[config.mk]
export PLATFORM = sky130hd
export DESIGN_NAME = axi_mem_if_mp_mem_arb_flat
export DESIGN_NICKNAME = d
export VERILOG_FILES = /design/src/rtl/axi_mem_if_pkg.sv /design/src/rtl/axi_mem_if_mp_mem_arb_if.sv /design/src/rtl/axi_mem_if_rr_arb.sv /design/src/rtl/axi_mem_if_mp_mem_arb.sv /design/src/flat_wrapper.sv
export SDC_FILE = /design/constraint.sdc
export NUM_CORES = 1
export LEC_CHECK = 0
export ABC_AREA = 0
export BUFFER_PORTS_ARGS = -buffer_cell sky130_fd_sc_hd__clkbuf_2
export CAP_MARGIN = 25
export CORE_AREA = 2 2 128 130
export DETAILED_ROUTE_END_ITERATION = 7
export DIE_AREA = 0 0 130 132
export HOLD_SLACK_MARGIN = 0.08
export PLACE_DENSITY = 0.73
export REMOVE_ABC_BUFFERS = 1
export SKIP_LAST_GASP = 1
export SLEW_MARGIN = 20
export SYNTH_ARGS = -nofsm -noshare
export SYNTH_HDL_FRONTEND = slang
export SYNTH_SLANG_ARGS = --single-unit
[constraint.sdc]
create_clock -name clk -period 4.2 [get_ports clk]
set_input_delay 0.84 -clock clk [delete_from_list [all_inputs] [get_ports clk]]
set_output_delay 0.84 -clock clk [all_outputs]
set_load 0.01 [all_outputs]
[src/rtl/axi_mem_if_pkg.sv]
// rtl/axi_mem_if_pkg.sv - shared constants and response tag for the multi-port memory arbiter
// Response latency depends on optional macro AXI_MEM_IF_MP_RDATA_REG_EN.
package axi_mem_if_pkg;

`ifdef AXI_MEM_IF_MP_RDATA_REG_EN
    localparam int RESP_LAT = 2;
`else
    localparam int RESP_LAT = 1;
`endif

    localparam int PORT_IDX_W = 8;

    typedef struct packed {
        logic                  valid;
        logic [PORT_IDX_W-1:0] port;
        logic                  is_write;
    } resp_tag_t;

endpackage

[src/rtl/axi_mem_if_mp_mem_arb_if.sv]
// rtl/axi_mem_if_mp_mem_arb_if.sv - requester and memory-side signal bundle of the arbiter
interface axi_mem_if_mp_mem_arb_if #(
    parameter int NB_PORTS       = 4,
    parameter int DATA_WIDTH     = 32,
    parameter int BE_WIDTH       = DATA_WIDTH / 8,
    parameter int MEM_ADDR_WIDTH = 13
);
    logic [NB_PORTS-1:0]                req_i;
    logic [NB_PORTS-1:0]                we_i;
    logic [NB_PORTS*MEM_ADDR_WIDTH-1:0] addr_i;
    logic [NB_PORTS*DATA_WIDTH-1:0]     wdata_i;
    logic [NB_PORTS*BE_WIDTH-1:0]       be_i;
    logic [NB_PORTS-1:0]                gnt_o;
    logic [NB_PORTS-1:0]                rvalid_o;
    logic [DATA_WIDTH-1:0]              rdata_o;
    logic                               CEN_o;
    logic                               WEN_o;
    logic [MEM_ADDR_WIDTH-1:0]          A_o;
    logic [DATA_WIDTH-1:0]              D_o;
    logic [BE_WIDTH-1:0]                BE_o;
    logic [DATA_WIDTH-1:0]              Q_i;

    modport slave (
        input  req_i, we_i, addr_i, wdata_i, be_i, Q_i,
        output gnt_o, rvalid_o, rdata_o, CEN_o, WEN_o, A_o, D_o, BE_o
    );

    modport master (
        output req_i, we_i, addr_i, wdata_i, be_i, Q_i,
        input  gnt_o, rvalid_o, rdata_o, CEN_o, WEN_o, A_o, D_o, BE_o
    );
endinterface

[src/rtl/axi_mem_if_rr_arb.sv]
// rtl/axi_mem_if_rr_arb.sv - combinational round-robin pick from a priority pointer
module axi_mem_if_rr_arb #(
    parameter int NB_PORTS = 4,
    parameter int PTR_W    = $clog2(NB_PORTS)
) (
    input  logic [NB_PORTS-1:0] req,
    input  logic [PTR_W-1:0]    ptr,
    output logic [NB_PORTS-1:0] gnt,
    output logic [PTR_W-1:0]    gnt_idx,
    output logic                gnt_any,
    output logic [PTR_W-1:0]    ptr_nxt
);
    int idx;

    // Scan ports starting at ptr; the first requester wins and ptr moves past it.
    always_comb begin
        gnt     = '0;
        gnt_idx = '0;
        gnt_any = 1'b0;
        ptr_nxt = ptr;
        idx     = 0;
        for (int i = 0; i < NB_PORTS; i++) begin
            idx = int'(ptr) + i;
            if (idx >= NB_PORTS) begin
                idx = idx - NB_PORTS;
            end
            if (!gnt_any && req[idx]) begin
                gnt_any  = 1'b1;
                gnt[idx] = 1'b1;
                gnt_idx  = PTR_W'(idx);
                ptr_nxt  = (idx == NB_PORTS - 1) ? '0 : PTR_W'(idx + 1);
            end
        end
    end
endmodule

[src/rtl/axi_mem_if_mp_mem_arb.sv]
// rtl/axi_mem_if_mp_mem_arb.sv - round-robin N-port arbiter onto one single-port memory
// Optional macro AXI_MEM_IF_MP_RDATA_REG_EN adds a read-data register stage.
module axi_mem_if_mp_mem_arb
    import axi_mem_if_pkg::*;
#(
    parameter int NB_PORTS       = 4,
    parameter int DATA_WIDTH     = 32,
    parameter int BE_WIDTH       = DATA_WIDTH / 8,
    parameter int MEM_ADDR_WIDTH = 13
) (
    input logic                      clk,
    input logic                      rst,
    axi_mem_if_mp_mem_arb_if.slave   bus
);
    localparam int PTR_W = $clog2(NB_PORTS);

    logic [PTR_W-1:0]    ptr_q;
    logic [PTR_W-1:0]    ptr_nxt;
    logic [PTR_W-1:0]    gnt_idx;
    logic [NB_PORTS-1:0] arb_gnt;
    logic                gnt_any;
    logic                grant_ok;
    resp_tag_t           tag_new;
    resp_tag_t           tag1_q;
    resp_tag_t           tag_out;
    logic [DATA_WIDTH-1:0] rdata_src;
    logic                unused_tag_bits;

    axi_mem_if_rr_arb #(
        .NB_PORTS (NB_PORTS),
        .PTR_W    (PTR_W)
    ) u_rr_arb (
        .req     (bus.req_i),
        .ptr     (ptr_q),
        .gnt     (arb_gnt),
        .gnt_idx (gnt_idx),
        .gnt_any (gnt_any),
        .ptr_nxt (ptr_nxt)
    );

    assign grant_ok = gnt_any & ~rst;

    always_comb begin
        bus.gnt_o = grant_ok ? arb_gnt : '0;
        bus.CEN_o = 1'b1;
        bus.WEN_o = 1'b1;
        bus.A_o   = '0;
        bus.D_o   = '0;
        bus.BE_o  = '0;
        if (grant_ok) begin
            bus.CEN_o = 1'b0;
            bus.WEN_o = ~bus.we_i[gnt_idx];
            bus.A_o   = bus.addr_i[int'(gnt_idx)*MEM_ADDR_WIDTH +: MEM_ADDR_WIDTH];
            bus.D_o   = bus.wdata_i[int'(gnt_idx)*DATA_WIDTH +: DATA_WIDTH];
            bus.BE_o  = bus.be_i[int'(gnt_idx)*BE_WIDTH +: BE_WIDTH];
        end
    end

    always_comb begin
        tag_new          = '0;
        tag_new.valid    = grant_ok;
        tag_new.port     = PORT_IDX_W'(gnt_idx);
        tag_new.is_write = bus.we_i[gnt_idx];
    end

    always_ff @(posedge clk) begin
        if (rst) begin
            ptr_q  <= '0;
            tag1_q <= '0;
        end else begin
            if (grant_ok) begin
                ptr_q <= ptr_nxt;
            end
            tag1_q <= tag_new;
        end
    end

`ifdef AXI_MEM_IF_MP_RDATA_REG_EN
    resp_tag_t             tag2_q;
    logic [DATA_WIDTH-1:0] rdata_q;

    always_ff @(posedge clk) begin
        if (rst) begin
            tag2_q <= '0;
        end else begin
            tag2_q <= tag1_q;
        end
    end

    // Data register is not reset: it is only looked at alongside a valid tag.
    always_ff @(posedge clk) begin
        rdata_q <= bus.Q_i;
    end

    assign tag_out   = tag2_q;
    assign rdata_src = rdata_q;
`else
    assign tag_out   = tag1_q;
    assign rdata_src = bus.Q_i;
`endif

    // rvalid is also masked combinationally so a reset cycle never shows a response.
    always_comb begin
        bus.rvalid_o = '0;
        if (!rst && tag_out.valid) begin
            bus.rvalid_o[tag_out.port[PTR_W-1:0]] = 1'b1;
        end
    end

    assign bus.rdata_o     = rdata_src;
    assign unused_tag_bits = ^{tag_out.port, tag_out.is_write};
endmodule
[src/flat_wrapper.sv]
// flat-port wrapper written by rule: the top's interface ports become plain ports
module axi_mem_if_mp_mem_arb_flat import axi_mem_if_pkg::*;
#(
    parameter int NB_PORTS       = 4,
    parameter int DATA_WIDTH     = 32,
    parameter int BE_WIDTH       = DATA_WIDTH / 8,
    parameter int MEM_ADDR_WIDTH = 13
)
  (clk, rst, bus_req_i, bus_we_i, bus_addr_i, bus_wdata_i, bus_be_i, bus_Q_i, bus_gnt_o, bus_rvalid_o, bus_rdata_o, bus_CEN_o, bus_WEN_o, bus_A_o, bus_D_o, bus_BE_o);
  axi_mem_if_mp_mem_arb_if #(.NB_PORTS(NB_PORTS), .DATA_WIDTH(DATA_WIDTH), .BE_WIDTH(BE_WIDTH), .MEM_ADDR_WIDTH(MEM_ADDR_WIDTH)) bus_i ();
  input logic clk;
  input logic rst;
  input wire logic [$bits(bus_i.req_i)-1:0] bus_req_i;
  input wire logic [$bits(bus_i.we_i)-1:0] bus_we_i;
  input wire logic [$bits(bus_i.addr_i)-1:0] bus_addr_i;
  input wire logic [$bits(bus_i.wdata_i)-1:0] bus_wdata_i;
  input wire logic [$bits(bus_i.be_i)-1:0] bus_be_i;
  input wire logic [$bits(bus_i.Q_i)-1:0] bus_Q_i;
  output wire logic [$bits(bus_i.gnt_o)-1:0] bus_gnt_o;
  output wire logic [$bits(bus_i.rvalid_o)-1:0] bus_rvalid_o;
  output wire logic [$bits(bus_i.rdata_o)-1:0] bus_rdata_o;
  output wire logic [$bits(bus_i.CEN_o)-1:0] bus_CEN_o;
  output wire logic [$bits(bus_i.WEN_o)-1:0] bus_WEN_o;
  output wire logic [$bits(bus_i.A_o)-1:0] bus_A_o;
  output wire logic [$bits(bus_i.D_o)-1:0] bus_D_o;
  output wire logic [$bits(bus_i.BE_o)-1:0] bus_BE_o;
  assign bus_i.req_i = bus_req_i;
  assign bus_i.we_i = bus_we_i;
  assign bus_i.addr_i = bus_addr_i;
  assign bus_i.wdata_i = bus_wdata_i;
  assign bus_i.be_i = bus_be_i;
  assign bus_i.Q_i = bus_Q_i;
  assign bus_gnt_o = bus_i.gnt_o;
  assign bus_rvalid_o = bus_i.rvalid_o;
  assign bus_rdata_o = bus_i.rdata_o;
  assign bus_CEN_o = bus_i.CEN_o;
  assign bus_WEN_o = bus_i.WEN_o;
  assign bus_A_o = bus_i.A_o;
  assign bus_D_o = bus_i.D_o;
  assign bus_BE_o = bus_i.BE_o;
  axi_mem_if_mp_mem_arb #(.NB_PORTS(NB_PORTS), .DATA_WIDTH(DATA_WIDTH), .BE_WIDTH(BE_WIDTH), .MEM_ADDR_WIDTH(MEM_ADDR_WIDTH)) u_core (.clk(clk), .rst(rst), .bus(bus_i));
endmodule
-- Yosys cells after proc, flatten, opt, wreduce, memory -nomap -nowiden
Cells that the tools add are included.
Widths: inputs -> output; s select.
- equal/unequal tests: 4
- muxes and demuxes: 55
- reductions and logical operators: 15
- add/sub/neg operators: 11
- bitwise gates (word level): 6
- $mul: 1
- magnitude comparators: 15
- shift-type cells: 3
- operator list (kind ; number):
    $mux 32 ; 5
    $eq 32x3->1 const B ; 4
    $ge 32x1->1 const B ; 4
    $lt 32x4->1 const B ; 4
    $shiftx 128x8->32 ; 1
    $shiftx 52x32->13 ; 1
    $mux 4 ; 7
    $mux 2 ; 12
    $mux 1 ; 20
    $shiftx 16x5->4 ; 1
    $mux 13 ; 1
    $or 4x4->4 ; 3
    $sub 3x3->4 const B ; 3
    $bmux 1 s2 ; 5
    $demux 1 s2 ; 5
    $ge 3x3->1 const B ; 3
    $logic_and 1x1->1 ; 9
    $add 2x2->2 const B ; 4
    $add 2x2->3 const B ; 2
    $lt 2x3->1 const B ; 2
    $mul 2x4->6 const B ; 1
    $logic_not 1->1 ; 4
    $reduce_bool 4->1 ; 1
    $sub 2x3->4 const B ; 1
    other kinds (6) ; 7
- flip-flop bits (word level): 5
- word-level logic and storage cells: 113

-- Logic depth before layout (Yosys ltp)
- depth after elaboration: 19
- depth in mapped cells: 14
- depth with buffers taken out: 8

-- Hierarchy
Synthesis repeated with hierarchy kept, for this count alone.
- cells, all modules: 313
- area, all modules: 2675.1 sq um
- by module, submodules not included (module ; sequential area each (sq um) ; cells an instance ; instances ; area each (sq um)):
    axi_mem_if_mp_mem_arb ; 100.1 ; 227 ; 1 ; 1970.6
    axi_mem_if_rr_arb ; 0.0 ; 86 ; 1 ; 704.4

-- Worst setup path before layout
Ideal clock, no wire load.
- kind: register to output
- from: reg u_core.ptr_q[0]
- to: out bus_WEN_o
- data required time: 3360 ps
- cell stages (with the launch flop): 15
- path buffers: 6
- arrival: 3110 ps
- setup slack: 250 ps
- cell sequence: dfxtp_1 > buf_4 > clkbuf_1 > inv_1 > ha_1 > buf_2 > mux2_2 > mux2i_1 > o22ai_1 > a32o_1 > buf_2 > and2_1 > buf_6 > buf_6 > o211ai_1
- longest elaborated chain between the ends: 19
- RTL lines (element ; RTL line ; RTL):
    from (decl) ; axi_mem_if_mp_mem_arb.sv:17 ; logic [PTR_W-1:0] ptr_q;
    from (signal assigned) ; axi_mem_if_mp_mem_arb.sv:72 ; ptr_q <= ptr_nxt;
    parallel branches: the longest is 18 deep, another holds $sub 3x3->4 ; - ;
    $mux 1 (*) ; axi_mem_if_mp_mem_arb.sv:50 ; if (grant_ok) begin
    to (decl) ; flat_wrapper.sv:23 ; output wire logic [$bits(bus_i.WEN_o)-1:0] bus_WEN_o;
Every way passes the cells marked *. The select of a mux whose other input is x is not followed.

-- Final worst setup path
- from: in bus_req_i[0]
- to: out bus_D_o[11]
- longest elaborated chain between the ends: 15
- RTL lines (element ; RTL line ; RTL):
    from (decl) ; flat_wrapper.sv:13 ; input wire logic [$bits(bus_i.req_i)-1:0] bus_req_i;
    $bmux 1 s2 ; axi_mem_if_rr_arb.sv:27 ; if (!gnt_any && req[idx]) begin
    $mux 1 (implied by the code) (2 in a row) ; axi_mem_if_rr_arb.sv:27 ;
    $mux 1 ; axi_mem_if_rr_arb.sv:27 ;
    $logic_not 1->1 ; axi_mem_if_rr_arb.sv:27 ;
    $logic_and 1x1->1 ; axi_mem_if_rr_arb.sv:27 ;
    $mux 1 ; axi_mem_if_rr_arb.sv:27 ;
    $logic_not 1->1 ; axi_mem_if_rr_arb.sv:27 ;
    $logic_and 1x1->1 ; axi_mem_if_rr_arb.sv:27 ;
    $mux 1 ; axi_mem_if_rr_arb.sv:27 ;
    $logic_not 1->1 ; axi_mem_if_rr_arb.sv:27 ;
    $logic_and 1x1->1 ; axi_mem_if_rr_arb.sv:27 ;
    $mux 2 / $mux 1 (equally long branches) ; axi_mem_if_rr_arb.sv:27 ;
    $shiftx 128x8->32 / $and 1x1->1 (equally long branches) ; axi_mem_if_mp_mem_arb.sv:54, axi_mem_if_mp_mem_arb.sv:41 ;
    $mux 32 (*) ; axi_mem_if_mp_mem_arb.sv:50 ;
    to (decl) ; flat_wrapper.sv:25 ; output wire logic [$bits(bus_i.D_o)-1:0] bus_D_o;
Every way passes the cells marked *; elsewhere a longest branch is shown, timed or not. The select of a mux whose other input is x is not followed.

==> impl_results.md <==
- Run status: completed
- Dominant register cell in the synthesized netlist: dfxtp_1
- WP data required: around 3.4 ns
- Num ports: ~330
- Pin count of the biggest net entering global routing: 108
- Area of the placeable core: roughly 16,000 sq um
- Post-Route WL: between 20,000 and 30,000 um
- Int Pwr: approximately 2.4 mW
- Critical path's most frequent cell: clkbuf_2
- End-of-flow core utilization: between 40 and 50%
- Number of buffers inserted during clock tree synthesis: 3
- Post-DR wirelength/cell: about 20 um
- Final design area excluding fillers: about 7500 sq um
- Final RePlAce weighted congestion: about 0.87
- Peak fanout along the critical path: 24
- Crit Reg-Reg Startpoint: u_core.ptr_q[0]$_SDFFE_PP0P_
- Gate count after technology mapping: 1,010
- Biggest cell delay along the critical path: around 0.66 ns
- Xor-xnor portion of the synthesized cell area: 0%
- Start point of the worst hold path: u_core.ptr_q[1]$_SDFFE_PP0P_
- Initial Util: 38.9%
- Worst IR Drop VDD: about 0.36 mV
- Hold slack final: 0.639 ns
- Ratio of routed vias to standard cells: 6.65
- Filler Cell Count: 1,639
- Post-route non-filler standard cell count: 1,380
- Reg power frac: between 1 and 1.5%
- Critical path depth: 9
- Crit path launch type: primary input
- Worst-margin pin slew: 1.06 ns
- Die outline area: ~17,000 sq um
- Maximum Capacitance Violations: 0
- Vias in the first global route: 8,150
- Via count: 9,174
- Slowest CP cell: mux4_2
- Critical Path End Type: output port
- Postcts setup bufs: 0
- Chip height: around 130 um
- Maximum level of the CTS H-tree: 1
- DRC violation total after the first TritonRoute iteration: between 900 and 1k
- Area after detailed placement: 7380 sq um
- Clk root buf: clkbuf_16
- Comb pwr share: around 96%
- Count of TritonRoute iterations in the first routing pass: 7
- Total grt overflow: 0
- Reg clk slew, reported paths: about 0.03 ns
- Arrival time reported for the critical path endpoint: 3.17 ns
- Final min period: about 4 ns
- Cell family with the largest share of critical-path delay: multiplexers
- Register bit count reported by yosys: 5
- Switching part of the total: between 60% and 70%
- Compound-gate portion of the synthesized area: roughly half
- Wire length of the first global-routing pass: 41,600 um
- Max-slew violation count: 0
- Final count of negative-setup-slack endpoints: 0
- Growth of design area from synthesis to finish: 22.5%
- Proportion of layout cells with a drive suffix above 1: between 20% and 30%
- Slew margin rel.: between 20% and 30%
- Hold violation count in the final report: 0
- Cell count of the worst reg-to-reg path: 9
- Total standard cell area after synthesis: 6110 sq um
- Simple-gate area share of the yosys netlist: 22.7%
- End of the worst hold path: u_core.ptr_q[1]$_SDFFE_PP0P_
- Seq/Total Area, Yosys: 1.64%
- Most common cell after layout, fill and taps aside: clkbuf_2
- Number of rows created at floorplan: 46
- Detail Route Antenna Nets: 0
- Synth cell types: 46
- TritonCTS sink count: 5
- Inst Count DP: ~1.4k
- RR Endpoint: u_core.ptr_q[0]$_SDFFE_PP0P_
- Class of the worst hold path: reg -> reg
- Insertion delay of the later-clocked pin in the worst-skew pair: 0.23 ns
- Unrepaired setup endpoints after global routing: no
- Maximum operating frequency: between 200 and 250 MHz
- Initial antenna violation count: 2
- Number of hold-repair buffers added at the cts stage: 0
- Power per cell area: between 800 and 900 nW/um^2
- Setup CP Type: in -> out
- Post-synthesis async set-or-reset flop share: 0%
- Period Utilization, post-route: around 95%
- Power share of the clock group: between 2 and 3%
- Worst R2R Setup Slack: 1.36 ns
- Post-detailed-route DRC marker count: 0
- Syn avg cell area: about 6.0 sq um
- Static Leakage: ~3.5 nW
- Maximum clock path buffer count: 2
- Post-synthesis share of cell area spent on full adders, half adders and majority gates: less than 1%
- CTS tree: built
- Number of warnings reported in the yosys synthesis log: 0
- Post-synthesis mux area share: between 3 and 4%
- Number of buffers inserted by port buffering: roughly 260
- Most used cells in the layout excluding fill and tap cells: clkbuf_2 (264), a21oi_1 (109), nand2_1 (107)
- CP bufs+invs: 3
- Worst clock skew: around 0.0016 ns
- Aggregate global-route resource usage: 29.2%
- Half-perimeter wire length after detailed placement: ~20,000 um
- Number of synthesized flops with an enable pin: 0
- Series of cell instances along the critical path: clkbuf_2 -> mux4_2 -> nor2b_4 -> o21ai_1 -> a32o_2 -> and2_2 -> buf_12 -> o211a_1 -> clkbuf_2
- Post-layout net count: 1,405
- Combinational family with the most area after synthesis: compound AO/OA/AOI/OAI gates
- Horizontal extent of the die: between 100 and 150 um
- Instance count along the most critical hold path: 3
- Switching power summed over all nets: about 3.7 mW
[through the flow]
step	setup TNS (ns)	power, mW	setup slack [ns]
6_report	0	6.03	0.192
3_5_place_dp	0	5.77	0.215
2_1_floorplan	-341.18	3.79	-5.93
4_1_cts	0	5.94	0.0540
5_1_grt	0	6.51	0.0235
3_3_place_gp	0	5.68	0.257
[worst max-delay path by stage]
stage                                             from          end  slack, ns
after floorplan           u_core.ptr_q[0]$_SDFFE_PP0P_    bus_WEN_o      -5.93
after global placement                    bus_req_i[0]   bus_A_o[2]       0.26
after detailed placement                  bus_req_i[0]  bus_D_o[11]       0.22
after CTS                 u_core.ptr_q[0]$_SDFFE_PP0P_  bus_A_o[11]       0.05
after global routing      u_core.ptr_q[0]$_SDFFE_PP0P_   bus_A_o[7]       0.02
final                                     bus_req_i[0]  bus_D_o[11]       0.19
[power by group through the flow]
stage	Combinational (mW)	Sequential (mW)	Clock (mW)
CTS	5.70	0.0805	0.157
global route	6.27	0.0837	0.161
floorplan	3.53	0.261	0
global placement	5.60	0.0803	0
detailed placement	5.69	0.0811	0
finish	5.79	0.0811	0.155
[logic make-up (layout without fill, tap and decap cells)]
family          after synthesis  after routing
other cells                   0              2
compound gates              432            432
mux                          14             14
fa+ha+maj                     4              4
flops                         5              5
simple gates                284            284
buf+inv                     271            423
[cell type report]
class | count | area (sq um) | area share, %
diodes | 2 | 5.00 | 0.0669
clock buffers | 4 | 78.8 | 1.05
inverters | 105 | 394 | 5.27
multi-input cells | 734 | 4870 | 65.2
flip-flops and latches | 5 | 104 | 1.39
well taps | 216 | 270 | 3.61
repair buffers | 314 | 1750 | 23.4
[Yosys cell counts, drive strengths merged, types with 5 or more instances]
| cell | count | area share [%] |
|---|---|---|
| a221oi | 50 | 7.2 |
| dfxtp | 5 | 1.6 |
| o211a | 49 | 8.0 |
| nand3 | 51 | 4.2 |
| mux2 | 5 | 0.92 |
| nor2 | 6 | 0.37 |
| nor3 | 52 | 4.3 |
| inv | 105 | 6.5 |
| o22ai | 51 | 5.2 |
| o21ai | 8 | 0.66 |
| o2111ai | 50 | 7.2 |
| mux2i | 6 | 0.98 |
| buf | 76 | 8.2 |
| nor4 | 50 | 5.1 |
| a2111oi | 50 | 7.2 |
| a31oi | 50 | 5.1 |
| nand2 | 110 | 6.8 |
| a21oi | 110 | 9.0 |
| clkbuf | 90 | 5.6 |
[per-layer routing]
metal | vias to the layer above | global-route usage (%) | wire length (um) | share of wire (%)
met2 | 643 | 47.6 | 12700 | 46
met1 | 4225 | 38.0 | 10900 | 40
met4 | 2 | 8.06 | 645 | 2.4
met3 | 58 | 7.02 | 3160 | 12
met5 | - | 3.24 | 66 | 0.24
li1 | 4246 | - | - | -
[flip-flops by register name, summed over array words and instances, names as in the netlist]
name and count:
u_core.ptr_q 2, u_core.tag1_q 3
[worst register-to-register path, stage by stage (launching register included)]
cell and delay, ns:
dfxtp_4 0.33, inv_1 0.16, ha_1 0.29, mux4_2 0.53, nor3_2 0.13, a21oi_4 0.18
buf_4 0.32, o21ai_0 0.20, or4_1 0.49, a21oi_1 0.12
[timing repair]
action | in CTS | in global routing
endpoints found under the hold margin | 0 | 0
setup endpoints to repair | 0 | 24
gates resized for setup | 0 | 3
Note: power is estimated with default switching activity, not from simulation.
